--- src/rtl/tug_pkg.sv ---
// Shared types and helpers for the tug-of-war round referee.
//   winner_t : who took the current round (11 is never produced)
//   state_t  : referee FSM states
//   seg7()   : hex digit to active-low 7-segment pattern, bit0 = seg a .. bit6 = seg g
package tug_pkg;

    typedef enum logic [1:0] {
        W_NONE  = 2'b00,
        W_LEFT  = 2'b01,
        W_RIGHT = 2'b10
    } winner_t;

    typedef enum logic [1:0] {
        PLAY,
        WIN,
        RESTART,
        DONE
    } state_t;

    function automatic logic [6:0] seg7(input logic [3:0] digit);
        logic [6:0] segs;
        case (digit)
            4'h0:    segs = 7'b1000000;
            4'h1:    segs = 7'b1111001;
            4'h2:    segs = 7'b0100100;
            4'h3:    segs = 7'b0110000;
            4'h4:    segs = 7'b0011001;
            4'h5:    segs = 7'b0010010;
            4'h6:    segs = 7'b0000010;
            4'h7:    segs = 7'b1111000;
            4'h8:    segs = 7'b0000000;
            4'h9:    segs = 7'b0010000;
            4'hA:    segs = 7'b0001000;
            4'hB:    segs = 7'b0000011;
            4'hC:    segs = 7'b1000110;
            4'hD:    segs = 7'b0100001;
            4'hE:    segs = 7'b0000110;
            default: segs = 7'b0001110;
        endcase
        return segs;
    endfunction

endpackage

--- src/rtl/score_counter.sv ---
// Saturating per-player score counter.
//   clk, reset : clock, synchronous active-high reset (clears the score)
//   inc        : add one point this cycle (ignored once the score is at its maximum)
//   score      : current registered score
//   at_max     : score has reached 2**SCORE_W-1
module score_counter #(
    parameter int SCORE_W = 3
) (
    input  logic               clk,
    input  logic               reset,
    input  logic               inc,
    output logic [SCORE_W-1:0] score,
    output logic               at_max
);

    localparam logic [SCORE_W-1:0] MAX_SCORE = '1;

    logic [SCORE_W-1:0] score_q;
    logic [SCORE_W-1:0] score_d;

    always_comb begin
        score_d = score_q;
        if (inc && (score_q != MAX_SCORE)) begin
            score_d = score_q + SCORE_W'(1);
        end
    end

    always_ff @(posedge clk) begin
        if (reset) begin
            score_q <= '0;
        end else begin
            score_q <= score_d;
        end
    end

    assign score  = score_q;
    assign at_max = (score_q == MAX_SCORE);

endmodule

--- src/rtl/tug_referee.sv ---
// Round referee for the tug-of-war playfield.
// Watches the two edge lights and the conditioned L/R press pulses, declares the
// round winner, keeps both scores, drives the score digits and asks the playfield
// to restart between rounds.
//   clk, reset     : clock, synchronous active-high reset
//   L, R           : one-cycle press pulses, already synchronised
//   edge_l, edge_r : leftmost / rightmost playfield light on
//   round_reset    : restart request to the playfield (high during RESTART and DONE)
//   winner         : 00 none, 01 left, 10 right
//   score_l/_r     : per-player scores, saturating at 2**SCORE_W-1
//   hex_l/_r       : active-low 7-seg of the scores (bit0 = seg a)
//   game_over      : set when a winner's score reaches the maximum; only reset clears it
module tug_referee
    import tug_pkg::*;
#(
    parameter int SCORE_W         = 3,
    parameter int WIN_HOLD_CYCLES = 8,
    parameter int RESTART_CYCLES  = 4
) (
    input  logic               clk,
    input  logic               reset,
    input  logic               L,
    input  logic               R,
    input  logic               edge_l,
    input  logic               edge_r,
    output logic               round_reset,
    output logic [1:0]         winner,
    output logic [SCORE_W-1:0] score_l,
    output logic [SCORE_W-1:0] score_r,
    output logic [6:0]         hex_l,
    output logic [6:0]         hex_r,
    output logic               game_over
);

    localparam int HOLD_MAX = (WIN_HOLD_CYCLES > RESTART_CYCLES) ? WIN_HOLD_CYCLES : RESTART_CYCLES;
    localparam int CNT_W    = $clog2(HOLD_MAX + 1);

    localparam logic [CNT_W-1:0] WIN_LOAD     = CNT_W'(WIN_HOLD_CYCLES - 1);
    localparam logic [CNT_W-1:0] RESTART_LOAD = CNT_W'(RESTART_CYCLES - 1);

    state_t           state_q, state_d;
    logic [CNT_W-1:0] cnt_q, cnt_d;
    winner_t          winner_q, winner_d;
    logic             round_reset_q, round_reset_d;
    logic             game_over_q, game_over_d;
    logic [6:0]       hex_l_q, hex_l_d;
    logic [6:0]       hex_r_q, hex_r_d;

    logic             inc_l, inc_r;
    logic             at_max_l, at_max_r;
    logic             left_win, right_win;
    logic             winner_at_max;
    logic [SCORE_W-1:0] score_l_nxt, score_r_nxt;

    // Simultaneous presses or both edges lit never produce a win.
    assign left_win  = edge_l & L & ~R & ~edge_r;
    assign right_win = edge_r & R & ~L & ~edge_l;

    // In WIN the score has already been incremented, so this reflects the final score.
    assign winner_at_max = (winner_q == W_LEFT) ? at_max_l : at_max_r;

    always_comb begin
        state_d       = state_q;
        cnt_d         = cnt_q;
        winner_d      = winner_q;
        round_reset_d = round_reset_q;
        game_over_d   = game_over_q;
        inc_l         = 1'b0;
        inc_r         = 1'b0;

        case (state_q)
            PLAY: begin
                if (left_win) begin
                    state_d  = WIN;
                    winner_d = W_LEFT;
                    inc_l    = 1'b1;
                    cnt_d    = WIN_LOAD;
                end else if (right_win) begin
                    state_d  = WIN;
                    winner_d = W_RIGHT;
                    inc_r    = 1'b1;
                    cnt_d    = WIN_LOAD;
                end
            end
            WIN: begin
                if (cnt_q == '0) begin
                    round_reset_d = 1'b1;
                    if (winner_at_max) begin
                        state_d     = DONE;
                        game_over_d = 1'b1;
                    end else begin
                        state_d = RESTART;
                        cnt_d   = RESTART_LOAD;
                    end
                end else begin
                    cnt_d = cnt_q - CNT_W'(1);
                end
            end
            RESTART: begin
                if (cnt_q == '0) begin
                    state_d       = PLAY;
                    round_reset_d = 1'b0;
                    winner_d      = W_NONE;
                end else begin
                    cnt_d = cnt_q - CNT_W'(1);
                end
            end
            DONE: begin
                // Terminal: only reset leaves this state.
            end
            default: begin
                state_d = PLAY;
            end
        endcase
    end

    // The digits are registered alongside the scores, so they are decoded from the
    // scores' next values to stay in the same cycle as the score outputs.
    assign score_l_nxt = (inc_l && !at_max_l) ? score_l + SCORE_W'(1) : score_l;
    assign score_r_nxt = (inc_r && !at_max_r) ? score_r + SCORE_W'(1) : score_r;

    always_comb begin
        hex_l_d = seg7(4'(score_l_nxt));
        hex_r_d = seg7(4'(score_r_nxt));
    end

    always_ff @(posedge clk) begin
        if (reset) begin
            state_q       <= PLAY;
            cnt_q         <= '0;
            winner_q      <= W_NONE;
            round_reset_q <= 1'b0;
            game_over_q   <= 1'b0;
            hex_l_q       <= seg7(4'h0);
            hex_r_q       <= seg7(4'h0);
        end else begin
            state_q       <= state_d;
            cnt_q         <= cnt_d;
            winner_q      <= winner_d;
            round_reset_q <= round_reset_d;
            game_over_q   <= game_over_d;
            hex_l_q       <= hex_l_d;
            hex_r_q       <= hex_r_d;
        end
    end

    score_counter #(.SCORE_W(SCORE_W)) u_score_l (
        .clk    (clk),
        .reset  (reset),
        .inc    (inc_l),
        .score  (score_l),
        .at_max (at_max_l)
    );

    score_counter #(.SCORE_W(SCORE_W)) u_score_r (
        .clk    (clk),
        .reset  (reset),
        .inc    (inc_r),
        .score  (score_r),
        .at_max (at_max_r)
    );

    assign round_reset = round_reset_q;
    assign winner      = winner_q;
    assign game_over   = game_over_q;
    assign hex_l       = hex_l_q;
    assign hex_r       = hex_r_q;

endmodule

--- config.mk ---
export PLATFORM = sky130hd
export DESIGN_NAME = tug_referee
export DESIGN_NICKNAME = d
export VERILOG_FILES = /design/src/rtl/tug_pkg.sv /design/src/rtl/score_counter.sv /design/src/rtl/tug_referee.sv
export SDC_FILE = /design/constraint.sdc
export NUM_CORES = 1
export LEC_CHECK = 0
export ABC_AREA = 1
export BUFFER_PORTS_ARGS = -buffer_cell sky130_fd_sc_hd__buf_4
export CAP_MARGIN = 5
export CORE_UTILIZATION = 55
export DETAILED_ROUTE_END_ITERATION = 10
export PLACE_DENSITY = 0.82
export SYNTH_ARGS = -nofsm -noshare
export SYNTH_HDL_FRONTEND = slang
export SYNTH_SLANG_ARGS = --single-unit
--- constraint.sdc ---
create_clock -name clk -period 2.5 [get_ports clk]
set_clock_uncertainty 0.15 [all_clocks]
set_input_delay 0.25 -clock clk [delete_from_list [all_inputs] [get_ports clk]]
set_output_delay 0.25 -clock clk [all_outputs]
set_load 0.01 [all_outputs]
[After elaboration in Yosys (flattened, before gate mapping)]
Memories as Yosys holds them, arrays and structs flattened. A register that Yosys moved wholly into a read port is not among the register bits.
Index checks and enable logic that the tools add are counted.
Operators by class
  shifts and indexed selects: 0
  add/subtract/negate cells: 3
  multiplexer cells: 26
  bitwise logic cells: 10
  $lt $le $gt $ge: 0
  multipliers: 0
  equality and inequality tests: 12
  div/mod/pow operators: 0
  reductions and logical operators: 16
Operators by type and width (count)
  two-way mux 4 bit: 5
  two-way mux 2 bit: 6
  != test 3 bit, second input constant: 4
  case mux 4 bit (3 select lines): 1
  two-way mux 1 bit: 9
  AND reduction 3 bit: 3
  AND reduction 4 bit: 2
  adder 3 x 1 -> 3 bit, second input constant: 2
  AND 1 bit: 6
  equality test 3 bit, second input constant: 2
  two-way mux 3 bit: 2
  != test 2 bit, second input constant: 3
  case mux 2 bit (3 select lines): 1
  equality test 2 x 1 -> 1 bit, second input constant: 2
  logical AND 1 bit: 4
  zero test 4 bit: 1
  inverter 1 bit: 4
  case mux 2 bit (2 select lines): 1
  nonzero test 2 bit: 2
  subtractor 4 x 1 -> 4 bit, second input constant: 1
  nonzero test 3 bit: 1
  equality test 2 bit, second input constant: 1
  zero test 1 bit: 2
  zero test 2 bit: 1
  case mux 1 bit (2 select lines): 1
Storage, ports and cells
  memories kept: 2
  output and inout port bits: 24
  bits in writable memories: 0
  input bits: 6
  register bits: 16
  bits in latches: 0
  bits in read-only memories: 112
Memories
  (no name shown): words 8, bits a word 7, read ports 1, clocked after Yosys merged registers in 1, wr ports 0, RTL line tug_pkg.sv:22  | case (digit)
  (no name shown): words 8, bits a word 7, read ports 1, clocked after Yosys merged registers in 1, wr ports 0, RTL line tug_pkg.sv:22

[Logic depth before layout (Yosys ltp)]
  depth after elaboration: 8
  depth in mapped cells: 15

[By module]
A second synthesis with hierarchy kept.
Unflattened totals
  cell total of the unflattened synthesis: 259
  area, all modules: 1823.0 µm²
Modules (own cells, without submodules)
  tug_referee: instances 1, area an instance 1505.2 µm², cells an instance 213
  score_counter: instances 2, area an instance 158.9 µm², cells an instance 23

[Worst setup path before layout]
Ideal clock, no wire load.
  path type: flip-flop to flip-flop
  start point: reg u_score_r.score_q[0] (netlist: u_score_r.score[0])
  end point: reg hex_r_q[1] (netlist: hex_r[1])
  cell stages (with the launch flop): 9
  setup time: 78 ps
  setup slack: 561 ps
  arrival: 1711 ps
  period minus slack after synthesis: 1939 ps
  cells stage by stage: dfxtp_1 ha_1 ha_1 nor2_4 nand2_4 o21ai_4 inv_1 ha_1 nor3_1
On the way
  cells in the longest elaborated chain, start to end: 4
  elaborated cells between the ends (all ways): 5
  classes of those cells: add/sub: 1; eq/ne: 1; mux: 1; reduce/logical: 2
Ends and longest elaborated chain
  start: declaration: RTL line score_counter.sv:18  | logic [SCORE_W-1:0] score_q;
  start signal: assignment: RTL line score_counter.sv:32  | score_q <= score_d;
  parallel branches: the longest is 3 deep, another holds adder 3 x 1 -> 3 bit
  two-way mux 3 bit *: RTL line tug_referee.sv:120  | assign score_r_nxt = (inc_r && !at_max_r) ? score_r + SCORE_W'(1) : score_r;
  end: declaration: RTL line tug_referee.sv:47  | logic [6:0] hex_r_q, hex_r_d;
Every way passes the cells marked *.
A chain may end at the register's enable or synchronous reset.

[Worst setup path after layout]
Same ends and word-level chain as after synthesis.

==> flow_metrics.py <==
metrics = {
    "status": {
        "status": "finished clean",
    },
    "synthesis": {
        "synth_flop_cell": "dfxtp_1",
        "yosysWarnings": 0,
        "ys_ff_latch": 30,
        "synthCells": 216,
        "synth_top_cell_by_area": "dfxtp_1",
        "ys_top_cells_by_count": "nand2_1, inv_1, dfxtp_1",
        "syn_nets": 238,
        "synth_edf_count": 0,
        "synth_area_um2": 1638,
        "synth_top_area_share_pct": 36.67,
        "syn_area_per_cell_um2": 7.583,
        "synth_most_common_cell": "nand2_1",
        "synthTopCellsByArea": "dfxtp_1, nand2_1, ha_1, inv_1, nand3_1",
        "seq_area_frac_synth_pct": 36.67,
        "async_flop_share_pct": 0,
        "synth.distinct_cells": 25,
    },
    "floorplanning": {
        "die_h_um": 56.57,
        "core.rowCount": 19,
        "pin_count": 30,
        "initial_core_util_pct": 58.88,
        "die_w_um": 56.57,
        "core_um2": 2781,
        "die_area_um2": 3200,
    },
    "route": {
        "drt_iter0_drc": 29,
        "viasPerCell": 4.929,
        "m1WireLength_mm": 1.539,
        "wl_met2_mm": 1.343,
        "num_vias": 1380,
        "ant_nets": 0,
        "drc": 0,
        "wl_per_cell_um": 10.97,
        "highest_layer": "met4",
        "routed_wl_mm": 3.071,
        "met3_length_um": 131,
        "firstDrtPassIters": 4,
    },
    "placement": {
        "port_buffers": 29,
        "post-place-ws_ns": 0.4644,
        "dp_hpwl_mm": 2.374,
        "gp_congestion": 0.8330,
    },
    "final_layout": {
        "area_growth_syn_to_layout_pct": 17.88,
        "fill_cells": 242,
        "final_nets": 272,
        "drive_gt1_share_pct": 24.10,
        "antennaDiodeCount": 0,
        "regArea_um2": 600.6,
        "multiInputGateArea_um2": 883.3,
    },
    "sta": {
        "slew_viol_final": 0,
        "worst_pin_slew_ns": 0.4780,
        "fmax_mhz": 488.7,
        "rsz0062_at_grt": "false",
        "fin_ws_ns": 0.4538,
        "slew-limit-headroom_pct": 68.10,
        "fin_tns_setup_ns": 0,
        "finalCritPeriodShare_pct": 81.85,
        "period_minus_slack_ns": 2.046,
        "hold_viol": 0,
        "finalSetupViolations": 0,
    },
    "cts": {
        "clock_path_buffers": 2,
        "post-cts-setup-buffers": 0,
        "cts_max_level": 2,
        "cts_num_sinks": 30,
        "clkTransAtPathRegs_ns": 0.09,
        "cts_tree": "built",
        "clk_latency_ns": 0.33,
        "cts_resized": 0,
        "ctsHoldBuffers": 0,
        "root_buffer": "clkbuf_4",
        "cts_buffers": 5,
    },
    "critical_path": {
        "cp-end-kind": "flop",
        "reg2reg_slack_ns": 0.45,
        "cp_data_arrival_time_ns": 2.15,
        "critPathRequiredTime_ns": 2.60,
        "criticalPathCategory": "reg2reg",
        "rr_endpoint": "hex_r[1]$_SDFF_PP0_",
        "start_kind": "flop",
        "crit_path_max_fanout": 7,
        "reg2regPathDepth": 8,
        "reg2reg_from": "u_score_r.score[0]$_SDFFE_PP0N_",
        "worstSetupStartpoint": "u_score_r.score[0]$_SDFFE_PP0N_",
    },
    "pwr": {
        "swShare_pct": 38.34,
        "leakage_uw": 0.001044,
        "power.switching_uw": 534.2,
        "p_per_area_nw_per_um2": 721.7,
        "seqPwrFrac_pct": 40.7,
        "combPwrFrac_pct": 39.1,
        "power.internal_uw": 859.2,
        "ir_drop_uv": 646.1,
        "power_frac_clock_pct": 20.2,
    },
    "global_route": {
        "first_global_vias": 1315,
        "globalRouteTotalUtil_pct": 21.70,
        "antenna_found_initial": 0,
        "grt_remaining_overflow": 0,
        "grt_max_degree": 15,
        "grt_pass1_wl_mm": 5.340,
    },
    "job": {
        "drv_cap": 0,
    },
    "worst_hold_path": {
        "hold_path.class": "in2reg",
        "hp-start": "reset",
        "holdPathEnd": "state_q[1]$_SDFFE_PP0P_",
        "min_path_cells": 2,
    },
}
[layout make-up]
cell class | count | share of cell area, %
Timing Repair Buffer | 29 | 11.28
Inverter | 37 | 7.194
Tap cell | 31 | 2.009
Sequential cell | 30 | 31.11
Multi-Input combinational cell | 147 | 45.76
Clock buffer | 6 | 2.657
[power groups by stage]
stage / clock network, uW / logic [uW] / registers, uW
floorplan: 0 / 400 / 585
global placement: 0 / 525 / 576
detailed placement: 0 / 541 / 577
CTS: 289 / 543 / 566
global route: 304 / 621 / 573
finish: 282 / 545 / 566
[placed cells by master, fill, tap and decap left out, types with 2 or more instances in the layout]
master	n
nand2_1	55
inv_1	34
dfxtp_1	30
buf_4	29
nor2_1	21
nand3_1	16
ha_1	16
nand2_2	7
a21oi_1	6
nand4_1	5
clkbuf_4	5
nor2_4	4
inv_2	3
nand2_4	3
nand3_2	2
nor3_2	2
o211ai_1	2
[state kept, by name, indices dropped and copies added, names as in the netlist]
name,flops
game_over,1
state_q,2
u_score_l.score,3
cnt_q,4
hex_r,7
winner,2
hex_l,7
round_reset,1
u_score_r.score,3
[cells by family after synthesis]
logic type,after synthesis,share of synthesized area (%)
AO/OA/AOI/OAI,10,4.126
AND/OR/NAND/NOR,120,37.05
XOR/XNOR,1,0.5349
buffers and inverters,39,9.396
flip-flops,30,36.67
adder cells (fa/ha/maj),16,12.22
[how the worst max path moves through the flow]
| stage | slack [ns] | depth (start not counted) | endpoint |
|---|---|---|---|
| after CTS | 0.44 | 8 | hex_r[1]$_SDFF_PP0_ |
| after detailed placement | 0.46 | 8 | hex_r[1]$_SDFF_PP0_ |
| final | 0.45 | 8 | hex_r[1]$_SDFF_PP0_ |
| after global placement | 0.52 | 8 | hex_r[1]$_SDFF_PP0_ |
| after floorplan | 0.56 | 8 | hex_r[1]$_SDFF_PP0_ |
| after global routing | 0.32 | 15 | hex_l[3]$_SDFF_PP0_ |
[per-stage QoR]
step	std cells	total power [uW]	cell area [um^2]	utilization (%)	hold WS (ns)
floorplan	216	985.5	1638	-	0.1725
global placement	274	1100	1879	67.57	0.2858
detailed placement	274	1119	1879	67.57	0.2885
CTS	280	1399	1931	69.41	0.05228
global route	280	1498	1931	69.41	0.05107
finish	280	1393	1931	69.41	0.06190
[critical path: stages, from the launching register on]
cell and delay (ns):
dfxtp_1 0.35, ha_1 0.21, ha_1 0.22, nor2_4 0.16, nand2_4 0.09, o21ai_4 0.22
inv_1 0.10, ha_1 0.29, nor3_1 0.17
[routing by layer]
layer  vias to the layer above  global-route usage, %
li1                        735                      -
met1                       612                  26.74
met4                         0                  9.408
met2                        26                  34.79
met3                         7                  6.682
met5                         -                      0
No activity file was read; power rests on OpenSTA's default activity.
